<file path="src/rtl/speed_test_scheduler.sv">
// Sequences a multi-port speed test: wait for ready, start, run for a set
// number of cycles, stop, drain, then report status and elapsed RUN cycles.
module speed_test_scheduler #(
  parameter int TEST_PORT     = 4,
  parameter int DUR_WIDTH     = 32,
  parameter int READY_TIMEOUT = 1024
) (
  input  logic                 clk,
  input  logic                 rst,
  input  logic                 cmd_valid,
  output logic                 cmd_ready,
  input  logic [TEST_PORT-1:0] cmd_mask,
  input  logic [DUR_WIDTH-1:0] cmd_duration,
  input  logic                 abort,
  input  logic [TEST_PORT-1:0] gen_ready,
  input  logic [TEST_PORT-1:0] check_ready,
  output logic [TEST_PORT-1:0] start,
  output logic [TEST_PORT-1:0] stop,
  output logic                 busy,
  output logic                 done,
  output logic [1:0]           done_status,
  output logic [DUR_WIDTH-1:0] elapsed
);

  localparam int TW = $clog2(READY_TIMEOUT + 1);
  localparam logic [1:0] ST_OK    = 2'd0;
  localparam logic [1:0] ST_ABORT = 2'd1;
  localparam logic [1:0] ST_TMO   = 2'd2;

  typedef enum logic [2:0] {IDLE, WAIT_READY, RUN, STOP, DRAIN, DONE} state_t;

  state_t               state;
  logic [TEST_PORT-1:0] mask;
  logic [DUR_WIDTH-1:0] dur;
  logic [TW-1:0]        tmo;
  logic                 all_ready, drained, timed_out;
  logic [DUR_WIDTH-1:0] elapsed_nxt;

  // Unmasked ports are forced "ready" so they never hold up the sequence.
  assign all_ready   = &((gen_ready & check_ready) | ~mask);
  assign drained     = &(check_ready | ~mask);
  assign timed_out   = (tmo == TW'(READY_TIMEOUT - 1));
  assign elapsed_nxt = elapsed + DUR_WIDTH'(1);

  always_ff @(posedge clk) begin
    if (rst) begin
      state       <= IDLE;
      cmd_ready   <= 1'b1;
      busy        <= 1'b0;
      done        <= 1'b0;
      start       <= '0;
      stop        <= '0;
      done_status <= ST_OK;
      elapsed     <= '0;
      mask        <= '0;
      dur         <= '0;
      tmo         <= '0;
    end else begin
      start <= '0;
      stop  <= '0;
      done  <= 1'b0;
      case (state)
        IDLE: if (cmd_valid) begin
          mask        <= cmd_mask;
          dur         <= (cmd_duration == '0) ? DUR_WIDTH'(1) : cmd_duration;
          elapsed     <= '0;
          done_status <= ST_OK;
          tmo         <= '0;
          cmd_ready   <= 1'b0;
          busy        <= 1'b1;
          state       <= WAIT_READY;
        end
        WAIT_READY: begin
          if (abort) begin
            done_status <= ST_ABORT;
            done        <= 1'b1;
            state       <= DONE;
          end else if (mask == '0) begin
            done  <= 1'b1;
            state <= DONE;
          end else if (all_ready) begin
            start <= mask;
            state <= RUN;
          end else if (timed_out) begin
            done_status <= ST_TMO;
            done        <= 1'b1;
            state       <= DONE;
          end else begin
            tmo <= tmo + TW'(1);
          end
        end
        RUN: begin
          // The abort cycle still counts as an executed RUN cycle.
          elapsed <= elapsed_nxt;
          if (abort || elapsed_nxt == dur) begin
            if (abort) done_status <= ST_ABORT;
            stop  <= mask;
            state <= STOP;
          end
        end
        STOP: begin
          if (abort) done_status <= ST_ABORT;
          tmo   <= '0;
          state <= DRAIN;
        end
        DRAIN: begin
          if (abort) done_status <= ST_ABORT;
          if (drained) begin
            done  <= 1'b1;
            state <= DONE;
          end else if (timed_out) begin
            if (!abort && done_status != ST_ABORT) done_status <= ST_TMO;
            done  <= 1'b1;
            state <= DONE;
          end else begin
            tmo <= tmo + TW'(1);
          end
        end
        DONE: begin
          busy      <= 1'b0;
          cmd_ready <= 1'b1;
          state     <= IDLE;
        end
        default: state <= IDLE;
      endcase
    end
  end

endmodule
</file>
<file path="config.mk">
export PLATFORM = sky130hd
export DESIGN_NAME = speed_test_scheduler
export DESIGN_NICKNAME = d
export VERILOG_FILES = /design/src/rtl/speed_test_scheduler.sv
export SDC_FILE = /design/constraint.sdc
export NUM_CORES = 1
export LEC_CHECK = 0
export CAP_MARGIN = 20
export CORE_ASPECT_RATIO = 1.4
export CORE_MARGIN = 3
export CORE_UTILIZATION = 53
export DETAILED_ROUTE_END_ITERATION = 16
export PLACE_DENSITY = 0.79
export SLEW_MARGIN = 20
export SYNTH_ARGS = -nofsm -noshare
export SYNTH_HDL_FRONTEND = slang
export SYNTH_SLANG_ARGS = --single-unit
export TNS_END_PERCENT = 5
</file>
<file path="constraint.sdc">
create_clock -name clk -period 3.95 [get_ports clk]
set_input_delay 0.5925 -clock clk [delete_from_list [all_inputs] [get_ports clk]]
set_output_delay 0.5925 -clock clk [all_outputs]
set_load 0.01 [all_outputs]
</file>
==> results.md <==
- Status: finished clean
- RSZ-0062 raised after global routing: no
- Yosys warnings: 0
- Crit-path max FO: 9
- Vias/cell: 5.94
- Syn avg cell area: 7.44 sq um
- Setup CP Type: reg -> reg
- Complex-gate fraction of the synthesized area: 19.4%
- Netlist cell types: 59
- Share of post-route cells with drive strength above 1: a little under 6%
- Clock tree sinks: 95
- Routed metal-1 wirelength: 6050 um
- Final hold slack: around 470 ps
- Total die area: between 10000 and 15000 sq um
- Final hold vios: 0
- Largest net degree at the start of global routing: 48
- Worst Tran Pin Value: roughly 860 ps
- Die W: 90.6 um
- Critical path arrival: 3740 ps
- Post-synth ARST share: 0%
- Hold path startpoint: dur[8]$_SDFFE_PP0P_
- Register-to-register setup slack: 470 ps
- First-pass GRT wire length: 25000 um
- Synthesis-to-layout area growth: 24.2%
- CP Capture Type: flip-flop
- Leakage: approximately 0.0022 uW
- Max-capacitance violation count: 0
- CTS tree: yes
- Wire length on met3: roughly 850 um
- DRC Markers: 0
- Starting Density: between 50% and 60%
- Number of hold buffers added after cts: 0
- Detailed Place HPWL: 11100 um
- Fin Setup TNS: 0 ps
- TritonRoute pass-1 iters: 5
- GRT Overall Usage: 26.7%
- Via count: about 5400
- Worst reg2reg path depth: 10
- Worst setup SP type: flip-flop
- Hold Path End: dur[8]$_SDFFE_PP0P_
- Simple-Gate Fraction of Synth Area: 31.3%
- H-tree Lvls: 3
- Top_reg_cell synth: dfxtp_1
- Setup violations, final: 0
- Syn nets: ~760
- Clock buffer count from CTS: 9
- Post-synthesis mux area share: 0.589%
- Largest family of logic cells by synthesized area: simple AND/OR/NAND/NOR gates
- Register bit total from synthesis: 95
- IO Port Bufs: slightly above 90
- Total core area: 9620 sq um
- R2r endpoint: stop[1]$_SDFF_PP0_
- Commonest non-fill, non-tap cell in the layout: nand2_1
- Max Transition Viols Final: 0
- Number of cell rows: 42
- Fill count: approximately 850
- FF-to-FF Start: elapsed[0]$_SDFFE_PP0P_
- EDFF count, synth: 0
- CTS max path bufs: 2
- Hold/Removal Path Class: reg -> reg
- Mapped Cells: 714
- CP required: between 4000 and 5000 ps
- Final Skew: 3.03 ps
- Minimum clock period: 3480 ps
- Final global-route overflow total: 0
- Root Driver: clkbuf_16
- DRT antenna net count: 0
- Tcrit/Tclk final: 88.0%
- Die Y: 124 um
- Most frequent cells in the layout: nand2_1 (122), dfxtp_1 (95), clkdlybuf4s50_1 (91)
- Antenna fix cells: 0
- Worst-Skew Late Latency: 340 ps
- Worst IR Drop VDD: between 0.2 and 0.3 mV
- Initial antenna violation count: 0
- Vias in the first global route: 5254
- I/O pins: 93
- FMAX: between 200 and 300 MHz
- NumNets Final: 829
- WHS Path Cells: 2
- Sequential area share after synthesis: 35.8%
- Drt wl/cell: between 15 and 20 um
- PwrDens: 380 nW/um^2
- DR top layer: met4
- Clock transition at path regs: 70 ps
- DRT iter0 DRCs: 422
- Routed WL: 15200 um
- Synth Area in Adders: less than 1%
- Post-Syn Area: 5310 sq um
- Metal2 WL: 7940 um
- Relative slew margins: 42.4%
- Synth Area in XOR/XNOR: 8.08%
- RD Place Congestion: 0.932
[Yosys cell counts (all sizes together), types with 6 or more instances]
cell	count	area, sq um
inv	11	41.3
nor2	70	263
xor2	17	149
a21oi	75	375
and3	7	43.8
xnor2	32	280
clkbuf	40	150
buf	8	43.8
nand3	22	115
nand2	122	458
a31oi	9	56.3
dfxtp	95	1900
nor3	29	165
o21ai	39	199
nor4	26	196
a311oi	8	70.1
or3	8	50.1
nor2b	8	50.1
a22oi	6	45.0
nand4	19	134
[worst max-delay path, stage by stage, from the launching register on]
cell and delay (ps):
dfxtp_1 470, ha_1 280, nand3_1 300, nor4_2 360, xnor2_1 140, a2111oi_1 530, nand3_1 150, or4_4 570
nor4_4 290, o21ai_2 160, nor3_2 140
[per-stage QoR]
stage | instance area, sq um | instances | worst slack (ps) | power, uW | utilization, %
3_3_place_gp | 6280 | 900 | 606 | 1590 | 65.3
6_report | 6600 | 916 | 474 | 2500 | 68.6
2_1_floorplan | 5310 | 714 | 822 | 1420 | -
3_5_place_dp | 6280 | 900 | 540 | 1600 | 65.3
5_1_grt | 6600 | 916 | 128 | 2620 | 68.6
4_1_cts | 6600 | 916 | 388 | 2520 | 68.6
[routing by layer]
layer,global-route usage (%),vias up
met5,0,-
met4,9.02,0
met3,3.93,25
met2,48.3,186
met1,32.0,2553
li1,-,2674
[timing repair]
item                                    in CTS  in global routing
setup buffers                                0                  0
endpoints found under the setup margin       0                  1
gates resized for setup                      0                  1
[power by group]
part / leakage (uW) / total [uW] / switching (uW) / internal [uW]
combinational: 0.00126 / 509 / 298 / 211
clock: 0.000149 / 915 / 396 / 519
sequential: 0.000772 / 1080 / 63.8 / 1020
[state kept, by name, summed over array words and instances, names as in the netlist]
register,flops
dur,32
elapsed,32
tmo,11
mask,4
start,4
stop,4
state,3
done_status,2
busy,1
cmd_ready,1
done,1
[worst max-delay path by stage]
| stage | startpoint | to | depth (start not counted) |
|---|---|---|---|
| global placement | elapsed[0]$_SDFFE_PP0P_ | done_status[1]$_SDFFE_PP0P_ | 10 |
| finish | elapsed[0]$_SDFFE_PP0P_ | stop[1]$_SDFF_PP0_ | 10 |
| CTS | elapsed[0]$_SDFFE_PP0P_ | stop[0]$_SDFF_PP0_ | 10 |
| detailed placement | elapsed[0]$_SDFFE_PP0P_ | stop[0]$_SDFF_PP0_ | 10 |
| floorplan | elapsed[0]$_SDFFE_PP0P_ | done_status[1]$_SDFFE_PP0P_ | 10 |
| global route | elapsed[0]$_SDFFE_PP0P_ | stop[0]$_SDFF_PP0_ | 10 |
[kinds of logic after synthesis]
group	Yosys count
and+or+nand+nor	334
AOI/OAI and AO/OA	172
DFF	95
buffers and inverters	59
xor gates and xnor gates	49
muxes	3
adders and majority gates	2
[cell type report]
type	count	area (sq um)	area share [%]
Tap cell	132	165	2.50
Timing Repair Buffer	102	991	15.0
Clock inverter	6	76.3	1.16
Sequential cell	95	1900	28.8
Inverter	11	41.3	0.626
Multi-Input combinational cell	560	3180	48.2
Clock buffer	10	239	3.62
Note: power is estimated with default switching activity, not from simulation.
==> patch: new RTL, same settings <==
Register the output `done_status` once more, with the module's reset; this adds one clock of latency there. The other outputs are not delayed to match.
--- a/src/rtl/speed_test_scheduler.sv
+++ b/src/rtl/speed_test_scheduler.sv
@@ -29,6 +29,8 @@
 
   typedef enum logic [2:0] {IDLE, WAIT_READY, RUN, STOP, DRAIN, DONE} state_t;
 
+  logic [1:0] done_status_s0;
+
   state_t               state;
   logic [TEST_PORT-1:0] mask;
   logic [DUR_WIDTH-1:0] dur;
@@ -50,7 +52,7 @@
       done        <= 1'b0;
       start       <= '0;
       stop        <= '0;
-      done_status <= ST_OK;
+      done_status_s0 <= ST_OK;
       elapsed     <= '0;
       mask        <= '0;
       dur         <= '0;
@@ -64,7 +66,7 @@
           mask        <= cmd_mask;
           dur         <= (cmd_duration == '0) ? DUR_WIDTH'(1) : cmd_duration;
           elapsed     <= '0;
-          done_status <= ST_OK;
+          done_status_s0 <= ST_OK;
           tmo         <= '0;
           cmd_ready   <= 1'b0;
           busy        <= 1'b1;
@@ -72,7 +74,7 @@
         end
         WAIT_READY: begin
           if (abort) begin
-            done_status <= ST_ABORT;
+            done_status_s0 <= ST_ABORT;
             done        <= 1'b1;
             state       <= DONE;
           end else if (mask == '0) begin
@@ -82,7 +84,7 @@
             start <= mask;
             state <= RUN;
           end else if (timed_out) begin
-            done_status <= ST_TMO;
+            done_status_s0 <= ST_TMO;
             done        <= 1'b1;
             state       <= DONE;
           end else begin
@@ -93,23 +95,23 @@
           // The abort cycle still counts as an executed RUN cycle.
           elapsed <= elapsed_nxt;
           if (abort || elapsed_nxt == dur) begin
-            if (abort) done_status <= ST_ABORT;
+            if (abort) done_status_s0 <= ST_ABORT;
             stop  <= mask;
             state <= STOP;
           end
         end
         STOP: begin
-          if (abort) done_status <= ST_ABORT;
+          if (abort) done_status_s0 <= ST_ABORT;
           tmo   <= '0;
           state <= DRAIN;
         end
         DRAIN: begin
-          if (abort) done_status <= ST_ABORT;
+          if (abort) done_status_s0 <= ST_ABORT;
           if (drained) begin
             done  <= 1'b1;
             state <= DONE;
           end else if (timed_out) begin
-            if (!abort && done_status != ST_ABORT) done_status <= ST_TMO;
+            if (!abort && done_status_s0 != ST_ABORT) done_status_s0 <= ST_TMO;
             done  <= 1'b1;
             state <= DONE;
           end else begin
@@ -126,4 +128,12 @@
     end
   end
 
+  always_ff @(posedge clk) begin
+    if (rst) begin
+      done_status <= '0;
+    end else begin
+      done_status <= done_status_s0;
+    end
+  end
+
 endmodule
Formal check against the unedited RTL: not equivalent (Yosys sat finds a counterexample within 4 cycles, from zero or initial values and one cycle with rst high).
==> patch against the unedited design <==
Sequential power up 5%; setup slack better by 0.28 ns; clock power down 2.4%; sequential cell count up 2; global-route usage down 0.13 points; routed wire length down 1.3%; design area up 0.27%; power up 3.3%; area after synthesis up 1.5%.
==> patch: results (changes against the unedited design) <==
Status: complete, no violations (unchanged)
Clock Skew: 0.006438 ns (was 0.003030 ns)
CTS root buffer: clkbuf_16 (unchanged)
Yosys cell types: 64 (was 59)
Gr usage total: 0.2661 (was 0.2674)
Sequential area share after synthesis: 0.3601 (was 0.3580)
Nets: 812 (was 829)
Switching power: 0.0007767 W (was 0.0007579 W)
Avg WL per Cell: 16.67 um (was 16.57 um)
RR Startpoint: elapsed[4]$_SDFFE_PP0P_ (was elapsed[0]$_SDFFE_PP0P_)
CTS clk-pin slew, worst paths: 0.07 ns (about the same)
Synth cell count leaders: 111 x nand2_1, 97 x dfxtp_1, 74 x a21oi_1 (was 122 x nand2_1, 95 x dfxtp_1, 75 x a21oi_1)
Maximum fanout along the worst path: 12 (was 9)
Synth top area cells: dfxtp_1 36%, nand2_1 7.7%, a21oi_1 6.9%, xnor2_1 4.7%, nor2_1 3.9% (was dfxtp_1 36%, nand2_1 8.6%, a21oi_1 7.1%, xnor2_1 5.3%, nor2_1 4.9%)
Worst slew pin tran: 0.8897 ns (was 0.8636 ns)
HP Start: dur[22]$_SDFFE_PP0P_ (was dur[8]$_SDFFE_PP0P_)
First-pass GRT wire length: 25040 um (was 25010 um)
Vias in the first global route: 5296 (was 5254)
Port buffer count: 92 (unchanged)
Post-CTS sizing: 0 (unchanged)
Met1 global-route usage: 0.3061 (was 0.3198)
CP max stage delay: 0.69 ns (was 0.57 ns)
H-tree depth: 3 (unchanged)
Syn_nets: 754 (was 764)
Share of layout cells above drive strength 1: 0.05085 (was 0.05867)
N_diodes: 0 (unchanged)
First-pass iteration count of the detailed router: 5 (unchanged)
Iter 0 DRT Violations: 294 (was 422)
Fill cells: 849 (was 851)
Max Cap Viol: 0 (unchanged)
Via density: 5.970 (was 5.937)
P_leak: 2.306 nW (was 2.176 nW)
Met2 Usage GRT: 0.4822 (was 0.4832)
Max clock buf depth: 2 (unchanged)
Largest net degree at the start of global routing: 49 (was 48)
Clk_lat worst skew: 0.34 ns (about the same)
Hpwl dp: 10780 um (was 11080 um)
Met3 usage: 0.03846 (was 0.03927)
CP arrival: 3.42 ns (was 3.74 ns)
Hold crit path type: reg -> reg (unchanged)
Ys Warns: 0 (unchanged)
Slowest cell on crit path: nor4_4 (was or4_4)
Final GP Congestion: 0.9157 (was 0.9322)
Worst vdd ir: 0.2101 mV (was 0.2774 mV)
## patch: area by class of cell
cell class	instances	area share
Tap cell	132	0.02497
Sequential cell	97	0.2936
Inverter	13	0.007378
Clock buffer	12	0.03878
Timing Repair Buffer	96	0.1430
Multi-Input combinational cell	545	0.4845
Clock inverter	4	0.007756
## patch: path summary, 6_finish.rpt
kind	end	slack, ns	cells after the start
hold / removal	dur[22]$_SDFFE_PP0P_	0.47	2
hold reg to reg	dur[22]$_SDFFE_PP0P_	0.47	2
setup reg to reg	done_status_s0[1]$_SDFFE_PP0P_	0.75	8
setup / recovery	done_status_s0[1]$_SDFFE_PP0P_	0.75	8
## patch: power by group through the flow
stage | Combinational, W | Sequential (W) | Clock [W]
CTS | 0.000566 | 0.00112 | 0.000902
floorplan | 0.000396 | 0.00112 | 0
global placement | 0.000545 | 0.00114 | 0
detailed placement | 0.000561 | 0.00115 | 0
finish | 0.000567 | 0.00113 | 0.000893
global route | 0.000630 | 0.00114 | 0.000942
## patch: per-layer routing
layer,part of all wire,up-vias
met4,0.032,0
met2,0.53,168
met1,0.40,2545
met5,0,-
met3,0.040,34
li1,-,2620
## patch: cells by family after synthesis
| family | Yosys count | share of synthesized area |
|---|---|---|
| adder cells (fa/ha/maj) | 2 | 0.004640 |
| multiplexers | 4 | 0.007425 |
| AND/OR/NAND/NOR | 328 | 0.3204 |
| AO/OA/AOI/OAI | 163 | 0.1833 |
| flip-flops | 97 | 0.3601 |
| buffers and inverters | 62 | 0.04617 |
| XOR/XNOR | 48 | 0.07796 |
## patch: stage by stage
| step | instances | utilization | instance area [um2] | worst slack (ns) | total power [W] |
|---|---|---|---|---|---|
| after floorplan | 704 | - | 5393 | 1.126 | 0.001514 |
| after global placement | 883 | 0.6522 | 6306 | 0.8007 | 0.001687 |
| after detailed placement | 883 | 0.6522 | 6306 | 0.7495 | 0.001707 |
| after CTS | 899 | 0.6840 | 6614 | 0.7407 | 0.002592 |
| after global routing | 899 | 0.6840 | 6614 | 0.4082 | 0.002709 |
| final | 899 | 0.6840 | 6614 | 0.7537 | 0.002587 |
## patch: worst min-delay path: stages, from the launching register on
cell	delay, ns
dfxtp_1	0.32
nand2_1	0.05
a21oi_1	0.05
